## src/rtl/ddr_req_arbiter_if.sv

```systemverilog
// Requester-side and DDR2 af/wdf-side signals of ddr_req_arbiter.
// slave: arbiter view; master: requesters plus DDR controller view.
interface ddr_req_arbiter_if #(
   parameter int NREQ = 3,
   parameter int AW   = 31
);
   logic [NREQ-1:0]      req_valid;
   logic [3*NREQ-1:0]    req_cmd;
   logic [AW*NREQ-1:0]   req_addr;
   logic [128*NREQ-1:0]  req_wdf_din;
   logic [16*NREQ-1:0]   req_wdf_mask;
   logic [NREQ-1:0]      grant;
   logic [NREQ-1:0]      beat_ack;
   logic [NREQ-1:0]      req_done;
   logic                 af_full;
   logic                 wdf_full;
   logic [AW-1:0]        af_addr_din;
   logic [2:0]           af_cmd_din;
   logic                 af_wr_en;
   logic [127:0]         wdf_din;
   logic [15:0]          wdf_mask_din;
   logic                 wdf_wr_en;

   modport slave (
      input  req_valid, req_cmd, req_addr, req_wdf_din, req_wdf_mask, af_full, wdf_full,
      output grant, beat_ack, req_done, af_addr_din, af_cmd_din, af_wr_en,
             wdf_din, wdf_mask_din, wdf_wr_en
   );

   modport master (
      output req_valid, req_cmd, req_addr, req_wdf_din, req_wdf_mask, af_full, wdf_full,
      input  grant, beat_ack, req_done, af_addr_din, af_cmd_din, af_wr_en,
             wdf_din, wdf_mask_din, wdf_wr_en
   );
endinterface

```

## src/rtl/ddr_req_arbiter.sv

```systemverilog
// Round-robin arbiter sharing the DDR2 af/wdf request port; writes stay locked for both wdf beats.
// Optional macro DDR_ARB_PRIO0_EN: requester 0 gets strict priority and does not advance the rr pointer.
module ddr_req_arbiter #(
   parameter int NREQ = 3,
   parameter int AW   = 31
) (
   input logic          clk,
   input logic          rst,
   ddr_req_arbiter_if.slave bus
);

   localparam int IW = (NREQ > 1) ? $clog2(NREQ) : 1;

   typedef enum logic [1:0] {IDLE, CMD, BEAT2} state_t;

   state_t          state, state_n;
   logic [NREQ-1:0] grant_q, grant_n;
   logic [IW-1:0]   gidx, gidx_n;
   logic [IW-1:0]   rr_ptr, rr_n;
   logic [IW-1:0]   pick_idx;
   logic [IW-1:0]   gidx_inc;
   logic            pick_found;
   logic            is_write;
   logic            cmd_push;
   logic            beat2_push;

   logic [AW-1:0]   sel_addr;
   logic [2:0]      sel_cmd;
   logic [127:0]    sel_din;
   logic [15:0]     sel_mask;

   // Field mux follows the registered grant; idle port presents zeros with a fully masked beat.
   always_comb begin
      int unsigned g;
      g        = 32'(gidx);
      sel_addr = '0;
      sel_cmd  = '0;
      sel_din  = '0;
      sel_mask = '1;
      if (grant_q != '0) begin
         sel_addr = bus.req_addr[g*AW +: AW];
         sel_cmd  = bus.req_cmd[g*3 +: 3];
         sel_din  = bus.req_wdf_din[g*128 +: 128];
         sel_mask = bus.req_wdf_mask[g*16 +: 16];
      end
   end

   assign is_write   = (state != IDLE) && (sel_cmd == 3'b000);
   assign cmd_push   = (state == CMD) && !rst && !bus.af_full && (!is_write || !bus.wdf_full);
   assign beat2_push = (state == BEAT2) && !rst && !bus.wdf_full;
   assign gidx_inc   = (gidx == IW'(NREQ - 1)) ? '0 : gidx + 1'b1;

   always_comb begin
      int unsigned j;
      pick_found = 1'b0;
      pick_idx   = '0;
      j          = 0;
      for (int unsigned i = 0; i < NREQ; i++) begin
         j = 32'(rr_ptr) + i;
         if (j >= NREQ) j = j - NREQ;
         if (!pick_found && bus.req_valid[j]) begin
            pick_found = 1'b1;
            pick_idx   = IW'(j);
         end
      end
`ifdef DDR_ARB_PRIO0_EN
      if (bus.req_valid[0]) begin
         pick_found = 1'b1;
         pick_idx   = '0;
      end
`endif
   end

   always_ff @(posedge clk) begin
      if (rst) begin
         state   <= IDLE;
         grant_q <= '0;
         gidx    <= '0;
         rr_ptr  <= '0;
      end else begin
         state   <= state_n;
         grant_q <= grant_n;
         gidx    <= gidx_n;
         rr_ptr  <= rr_n;
      end
   end

   always_comb begin
      state_n = state;
      grant_n = grant_q;
      gidx_n  = gidx;
      rr_n    = rr_ptr;
      case (state)
         IDLE: begin
            if (pick_found) begin
               state_n = CMD;
               gidx_n  = pick_idx;
               grant_n = NREQ'(1) << pick_idx;
            end
         end
         CMD: begin
            if (cmd_push) begin
               if (is_write) begin
                  state_n = BEAT2;
               end else begin
                  state_n = IDLE;
                  grant_n = '0;
                  rr_n    = gidx_inc;
               end
            end
         end
         BEAT2: begin
            if (beat2_push) begin
               state_n = IDLE;
               grant_n = '0;
               rr_n    = gidx_inc;
            end
         end
         default: begin
            state_n = IDLE;
            grant_n = '0;
         end
      endcase
`ifdef DDR_ARB_PRIO0_EN
      if (gidx == '0) rr_n = rr_ptr;
`endif
   end

   // Pushes are gated by rst so an abandoned transaction issues nothing in the reset cycle.
   always_comb begin
      bus.af_wr_en  = 1'b0;
      bus.wdf_wr_en = 1'b0;
      bus.beat_ack  = '0;
      bus.req_done  = '0;
      if (cmd_push) begin
         bus.af_wr_en = 1'b1;
         if (is_write) begin
            bus.wdf_wr_en = 1'b1;
            bus.beat_ack  = grant_q;
         end else begin
            bus.req_done = grant_q;
         end
      end
      if (beat2_push) begin
         bus.wdf_wr_en = 1'b1;
         bus.beat_ack  = grant_q;
         bus.req_done  = grant_q;
      end
   end

   assign bus.grant        = grant_q;
   assign bus.af_addr_din  = sel_addr;
   assign bus.af_cmd_din   = sel_cmd;
   assign bus.wdf_din      = sel_din;
   assign bus.wdf_mask_din = sel_mask;

endmodule

```

## src/flat_wrapper.sv

```systemverilog
// flat-port wrapper written by rule: the top's interface ports become plain ports
module ddr_req_arbiter_flat 
#(
   parameter int NREQ = 3,
   parameter int AW   = 31
)
  (clk, rst, bus_req_valid, bus_req_cmd, bus_req_addr, bus_req_wdf_din, bus_req_wdf_mask, bus_af_full, bus_wdf_full, bus_grant, bus_beat_ack, bus_req_done, bus_af_addr_din, bus_af_cmd_din, bus_af_wr_en, bus_wdf_din, bus_wdf_mask_din, bus_wdf_wr_en);
  ddr_req_arbiter_if #(.NREQ(NREQ), .AW(AW)) bus_i ();
  input logic clk;
  input logic rst;
  input wire logic [$bits(bus_i.req_valid)-1:0] bus_req_valid;
  input wire logic [$bits(bus_i.req_cmd)-1:0] bus_req_cmd;
  input wire logic [$bits(bus_i.req_addr)-1:0] bus_req_addr;
  input wire logic [$bits(bus_i.req_wdf_din)-1:0] bus_req_wdf_din;
  input wire logic [$bits(bus_i.req_wdf_mask)-1:0] bus_req_wdf_mask;
  input wire logic [$bits(bus_i.af_full)-1:0] bus_af_full;
  input wire logic [$bits(bus_i.wdf_full)-1:0] bus_wdf_full;
  output wire logic [$bits(bus_i.grant)-1:0] bus_grant;
  output wire logic [$bits(bus_i.beat_ack)-1:0] bus_beat_ack;
  output wire logic [$bits(bus_i.req_done)-1:0] bus_req_done;
  output wire logic [$bits(bus_i.af_addr_din)-1:0] bus_af_addr_din;
  output wire logic [$bits(bus_i.af_cmd_din)-1:0] bus_af_cmd_din;
  output wire logic [$bits(bus_i.af_wr_en)-1:0] bus_af_wr_en;
  output wire logic [$bits(bus_i.wdf_din)-1:0] bus_wdf_din;
  output wire logic [$bits(bus_i.wdf_mask_din)-1:0] bus_wdf_mask_din;
  output wire logic [$bits(bus_i.wdf_wr_en)-1:0] bus_wdf_wr_en;
  assign bus_i.req_valid = bus_req_valid;
  assign bus_i.req_cmd = bus_req_cmd;
  assign bus_i.req_addr = bus_req_addr;
  assign bus_i.req_wdf_din = bus_req_wdf_din;
  assign bus_i.req_wdf_mask = bus_req_wdf_mask;
  assign bus_i.af_full = bus_af_full;
  assign bus_i.wdf_full = bus_wdf_full;
  assign bus_grant = bus_i.grant;
  assign bus_beat_ack = bus_i.beat_ack;
  assign bus_req_done = bus_i.req_done;
  assign bus_af_addr_din = bus_i.af_addr_din;
  assign bus_af_cmd_din = bus_i.af_cmd_din;
  assign bus_af_wr_en = bus_i.af_wr_en;
  assign bus_wdf_din = bus_i.wdf_din;
  assign bus_wdf_mask_din = bus_i.wdf_mask_din;
  assign bus_wdf_wr_en = bus_i.wdf_wr_en;
  ddr_req_arbiter #(.NREQ(NREQ), .AW(AW)) u_core (.clk(clk), .rst(rst), .bus(bus_i));
endmodule
```

## config.mk

```make
export PLATFORM = sky130hd
export DESIGN_NAME = ddr_req_arbiter_flat
export DESIGN_NICKNAME = d
export VERILOG_FILES = /design/src/rtl/ddr_req_arbiter_if.sv /design/src/rtl/ddr_req_arbiter.sv /design/src/flat_wrapper.sv
export SDC_FILE = /design/constraint.sdc
export NUM_CORES = 1
export LEC_CHECK = 0
export ABC_AREA = 1
export CAP_MARGIN = 20
export CORE_AREA = 8 8 276 278
export CTS_BUF_LIST = sky130_fd_sc_hd__clkbuf_16
export CTS_CLUSTER_SIZE = 16
export DETAILED_ROUTE_END_ITERATION = 10
export DIE_AREA = 0 0 284 286
export GPL_TIMING_DRIVEN = 0
export MAX_ROUTING_LAYER = met4
export PLACE_DENSITY = 0.43
export REMOVE_ABC_BUFFERS = 1
export SYNTH_ARGS = -nofsm -noshare
export SYNTH_HDL_FRONTEND = slang
export SYNTH_SLANG_ARGS = --single-unit
```

## constraint.sdc

```tcl
create_clock -name clk -period 2.5 [get_ports clk]
set_clock_uncertainty 0.2 [all_clocks]
set_input_delay 0.5 -clock clk [delete_from_list [all_inputs] [get_ports clk]]
set_output_delay 0.5 -clock clk [all_outputs]
set_load 0.01 [all_outputs]
```

==> results.cfg, run 1 <==
[timing]
finalSetupViolCount = 145
final-hold-violation-count = 0
relSlewSlack_pct = 65.2
max_freq_ghz = 0.370
layout_min_cycle_time_ns = 2.70
period_share_pct = 108
setup_slack_ns = -0.204
finalMaxSlewViolations = 0
tightest_slew_ns = 0.522
fin_setup_tns_ns = -10.13
whs_ns = 0.311
rsz0062_at_grt = true

[clocking]
clock_sinks = 9
h-tree-depth = 1
cts_tree = yes
cts-root-buf = clkbuf_16
max-clock-path-buffers = 2
clkLatencyLatePin_ns = 0.25
cts_hold_buf = 0
cts-buffers-inserted = 3
clk_pin_slew_ns = 0.04

[worst_setup_path]
worst-setup-path-type = register to output port
r2r_cells = 11
cp.buffers_inverters = 7
cp-start-kind = register
path_max_fanout = 8
slowest_delay_ns = 0.38
critPathTopFamily = buffers and inverters
crit_path_end_kind = output port
startpoint = u_core.gidx[1]$_SDFFE_PP0P_
crit_cells = 11
critPathSlowestCell = dfxtp_4
crit_chain = buf_8 -> nor2_4 -> buf_12 -> buf_16 -> buf_16 -> buf_16 -> a22oi_2 -> nand2_1 -> nand2_1 -> inv_1 -> buf_6
r2r_start = u_core.rr_ptr[0]$_SDFFE_PP0P_
worstPathRequired_ns = 1.80
cpMostUsedCell = buf_16
cp.arrival_ns = 2.00

[logic_synthesis]
ys_warn_count = 0
yosysSeqAreaShare_pct = 3.52
synth-edff-count = 0
syn_area_per_cell_um2 = 4.66
yosysMostFrequentCell = nand2_1
yosys-top-cells-count = nand2_1, inv_1, a22oi_1, buf_2, nand3_1
synth-async-reset-ratio_pct = 0
syn_inst = 1099
synth_top_area_share_pct = 42.3
synth_seq_cells = 9
synth_flop_cell = dfxtp_1
synth_area_um2 = 5120
synth_area_leaders = nand2_1, a22oi_1, inv_1
synth_area_leader_cell = nand2_1
synth.distinct_cells = 28

[placed_design]
gp_congestion = 0.853
hpwlAfterDp_um = 42500
io_buffers = 729
place_area_um2 = 13600

[drt]
drt-initial-drc-count = 484
drc = 0
via_count = 10966
drt-total-wl_um = 65300
routedWlPerCell_um = 22.2
vias_per_cell = 3.74
ant_nets = 0
dr.pass1.iters = 5

[grt]
grt_max_degree = 62
gr-total-overflow = 0
grt_pass1_vias = 11654
grt_pass1_wl_um = 86300
grt_antenna_before_repair = 3
grt_util_all_layers_pct = 14.8

[final_layout]
area_delta_synth_final_pct = 258
fillers = 7844
nNetsFinal = 2520
fin_util_pct = 25.4
drive_gt1_share_pct = 41.6
fin_area_um2 = 18300

[pwr]
leakage_uw = 0.00872
vdd_ir_drop_max_mv = 0.334
power_uw = 8950
p_per_area_nw_per_um2 = 488

[status]
status = complete, but fails checks
violations = setup timing

[floorplan]
dieArea_um2 = 81200
io_pins = 730
start_util_pct = 7.10
die_y_um = 286
rows = 99
core-area_um2 = 72100
chipWidth_um = 284

[flow_run]
drv_cap = 0

[min_path]
hp-start = u_core.bus.grant[1]$_SDFFE_PP0P_
worst_hold_path_type = register to register
worstHoldPathCells = 2
kinds of logic after synthesis:
logic type,synth area share (%)
buffers and inverters,20.9
AND/OR/NAND/NOR,51.7
flip-flops,3.52
AO/OA/AOI/OAI,22.9
adder cells (fa/ha/maj),0.978
cell type report:
type	instances	area, µm²	area share, %
Clock inverter	1	3.75	0.0205
Clock buffer	3	75.1	0.409
Inverter	185	716	3.90
Sequential cell	9	191	1.04
Timing Repair Buffer	942	10700	58.1
Antenna cell	3	7.51	0.0409
Tap cell	959	1200	6.54
Multi-Input combinational cell	834	5490	29.9
worst paths after layout:
| kind | end | slack [ns] |
|---|---|---|
| setup / recovery | bus_wdf_din[91] | -0.20 |
| hold / removal | u_core.bus.grant[1]$_SDFFE_PP0P_ | 0.31 |
| setup reg to reg | u_core.bus.grant[0]$_SDFFE_PP0P_ | 0.24 |
| hold reg to reg | u_core.bus.grant[1]$_SDFFE_PP0P_ | 0.31 |
layout by cell type (no fill, tap or decap), drive strengths merged:
cell / Yosys / final
nand2: 581 / 581
clkdlybuf4s50: 0 / 542
buf: 52 / 374
inv: 185 / 183
a22oi: 141 / 141
nand3: 37 / 40
nor2: 18 / 23
clkbuf: 27 / 21
nand4: 19 / 19
a21oi: 12 / 12
o21ai: 9 / 9
dfxtp: 9 / 9
dlygate4sd2: 0 / 7
ha: 4 / 4
diode: 0 / 3
clkinvlp: 0 / 3
nor3: 2 / 2
nor4: 1 / 1
nand3b: 1 / 1
a31oi: 1 / 1
bufbuf: 0 / 1
layer usage:
metal / track usage [%] / routed length (µm) / vias up
met5: - / 0 / -
met4: 1.98 / 1140 / 0
met3: 3.55 / 4630 / 50
met2: 26.2 / 32300 / 555
met1: 17.3 / 27200 / 5126
li1: - / - / 5235
worst reg2reg max path: cells and delay by family, from the launching register on:
kind                     cells  cell delay, ns
buffers and inverters        1            0.09
AO/OA/AOI/OAI                3            0.63
adder cells (fa/ha/maj)      1            0.37
flip-flops                   1            0.35
AND/OR/NAND/NOR              6            0.52
stage by stage:
stage | instances | worst slack [ns]
after detailed placement | 2721 | -1.49
final | 2936 | -0.204
after CTS | 2877 | -0.185
after floorplan | 1020 | -4.44
after global routing | 2935 | -0.281
after global placement | 2708 | -11.12
registers in the layout (all words and copies together) (netlist names):
register	cells
u_core.rr_ptr	2
u_core.state	2
u_core.bus.grant	3
u_core.gidx	2
timing repair:
| action | 4_1_cts | 5_1_grt |
|---|---|---|
| gates cloned | 44 | 15 |
| gates resized for setup | 1111 | 466 |
| setup buffers | 112 | 55 |
| setup endpoints to repair | 193 | 172 |
| pin swaps | 82 | 95 |
report_power, final:
group | internal [µW] | total (µW) | leakage, µW | switching, µW
Sequential | 164 | 191 | 0.0000763 | 26.7
Combinational | 4340 | 8470 | 0.00860 | 4130
Clock | 210 | 293 | 0.0000423 | 82.5
Power figures use the tool's default switching activity.
==> inputs of run 2 (changes only) <==
CORE_AREA = 8 8 277 279   (was 8 8 276 278)
DIE_AREA = 0 0 285 287   (was 0 0 284 286)
PLACE_DENSITY = 0.44   (was 0.43)
clock period = 2.2 ns   (was 2.5 ns; I/O delays follow)
==> results.cfg, run 2 (synthesis gave the netlist of run 1 again) <==
[worst_setup_path]
worst-setup-path-type = register to output port
crit_path_end_kind = output port
cp-start-kind = register
cp.arrival_ns = 1.97
path_max_fanout = 7
startpoint = u_core.gidx[0]$_SDFFE_PP0P_
worstPathRequired_ns = 1.56
r2r_start = u_core.gidx[0]$_SDFFE_PP0P_

[timing]
fin_setup_tns_ns = -49.49
finalMaxSlewViolations = 0
period_share_pct = 118
max_freq_ghz = 0.384
whs_ns = 0.317
relSlewSlack_pct = 66.2
layout_min_cycle_time_ns = 2.61
setup_slack_ns = -0.405
finalSetupViolCount = 184
rsz0062_at_grt = true
final-hold-violation-count = 0
tightest_slew_ns = 0.505

[floorplan]
chipWidth_um = 285
io_pins = 730
die_y_um = 287
start_util_pct = 7.08
core-area_um2 = 72300
dieArea_um2 = 81800
rows = 99

[clocking]
h-tree-depth = 1
max-clock-path-buffers = 2
clkLatencyLatePin_ns = 0.23
clk_pin_slew_ns = 0.04
clock_sinks = 9
cts-root-buf = clkbuf_16
cts-buffers-inserted = 3
cts_hold_buf = 0
cts_tree = yes

[status]
violations = setup timing
status = complete, but fails checks

[grt]
use_met2_pct = 26.6
gr-total-overflow = 0
grt_util_all_layers_pct = 16.0
grt.met1_usage_pct = 18.5
grt_max_degree = 33
busiest_layer = met2
use_met3_pct = 4.75
grt_pass1_vias = 12134
grt_pass1_wl_um = 92400
grt_antenna_before_repair = 12

[drt]
dr.pass1.iters = 4
drc = 0
drt-initial-drc-count = 403
ant_nets = 0
via_count = 11339
drt-total-wl_um = 70400
routedWlPerCell_um = 23.7
vias_per_cell = 3.81

[pwr]
vdd_ir_drop_max_mv = 0.296
leakage_uw = 0.00924
p_per_area_nw_per_um2 = 570

[placed_design]
io_buffers = 729
gp_congestion = 0.811
hpwlAfterDp_um = 46600

[min_path]
worst_hold_path_type = register to register
hp-start = u_core.bus.grant[0]$_SDFFE_PP0P_

[final_layout]
fillers = 7757
drive_gt1_share_pct = 48.5
fin_util_pct = 26.8
nNetsFinal = 2553
final_common_cell = clkdlybuf4s50_1
layout_common_cells = clkdlybuf4s50_1, nand2_1, buf_6
area_delta_synth_final_pct = 279
largest_reg_flops = 3

[flow_run]
drv_cap = 0
==> run 2: cell count changes in the layout (fill, tap and decap cells not counted), moves of 25 or more <==
cell,before,now
buf_6,171,198
inv_1,122,96
inv_2,58,83
nand2_4,58,94
nand2_2,139,197
nand2_1,384,288
==> run 2: cell type report <==
type	count	area (µm²)	share of cell area, %
diodes	8	20.0	0.103
clock buffers	3	75.1	0.387
clock inverters	1	3.75	0.0193
inverters	185	719	3.71
multi-input cells	832	5880	30.3
flip-flops and latches	9	196	1.01
well taps	959	1200	6.18
repair buffers	977	11300	58.3
==> run 2: through the flow <==
stage                     cell area [µm²]  total power (µW)  worst slack [ns]  std cells
after floorplan                      4740              2750             -4.68       1020
after global placement              13200              6730            -11.44       2708
after detailed placement            13600              6650             -1.71       2722
after CTS                           17700             10100            -0.406       2930
after global routing                19400             11700            -0.459       2974
final                               19400             11100            -0.405       2974
==> run 2: worst paths after layout <==
check,cells after the start,slack [ns],end
max,12,-0.41,bus_wdf_din[13]
min,2,0.32,u_core.bus.grant[0]$_SDFFE_PP0P_
max reg2reg,14,0.08,u_core.rr_ptr[1]$_SDFFE_PP0P_
min reg2reg,2,0.32,u_core.bus.grant[0]$_SDFFE_PP0P_
==> run 2: metal layers <==
| layer | wire length, µm | part of all wire, % | vias up |
|---|---|---|---|
| met5 | 0 | 0 | - |
| li1 | - | - | 5304 |
| met4 | 2440 | 3.5 | 0 |
| met3 | 5710 | 8.1 | 79 |
| met2 | 33500 | 48 | 609 |
| met1 | 28700 | 41 | 5347 |
==> run 2: power by group <==
part | internal (µW) | switching (µW) | total, µW
sequential | 188 | 40.9 | 229
combinational | 5400 | 5130 | 10500
clock | 237 | 78.0 | 315
total | 5820 | 5250 | 11100
==> run 2: critical path, stage by stage (launching register included) <==
cell and delay, ns:
dfxtp_4 0.37, buf_6 0.14, nor2_4 0.18, buf_12 0.15
buf_16 0.15, buf_12 0.15, buf_16 0.14, buf_12 0.11
nand2_4 0.04, nand2_4 0.07, nand2_2 0.05, inv_2 0.05
buf_6 0.09
==> run 2: repair_timing <==
| action | 4_1_cts | 5_1_grt |
|---|---|---|
| gates resized for setup | 1355 | 468 |
| pin swaps | 67 | 66 |
| setup endpoints to repair | 193 | 194 |
| setup buffers | 148 | 56 |
| gates cloned | 59 | 6 |
==> inputs of run 3 (changes only) <==
CORE_AREA = 8 8 276 278   (was 8 8 277 279)
DIE_AREA = 0 0 284 286   (was 0 0 285 287)
PLACE_DENSITY = 0.43   (was 0.44)
clock period = 2.5 ns   (was 2.2 ns; I/O delays follow)
==> results of run 3 <==
The final DEF is identical to that of run 1; final timing and power are the same.
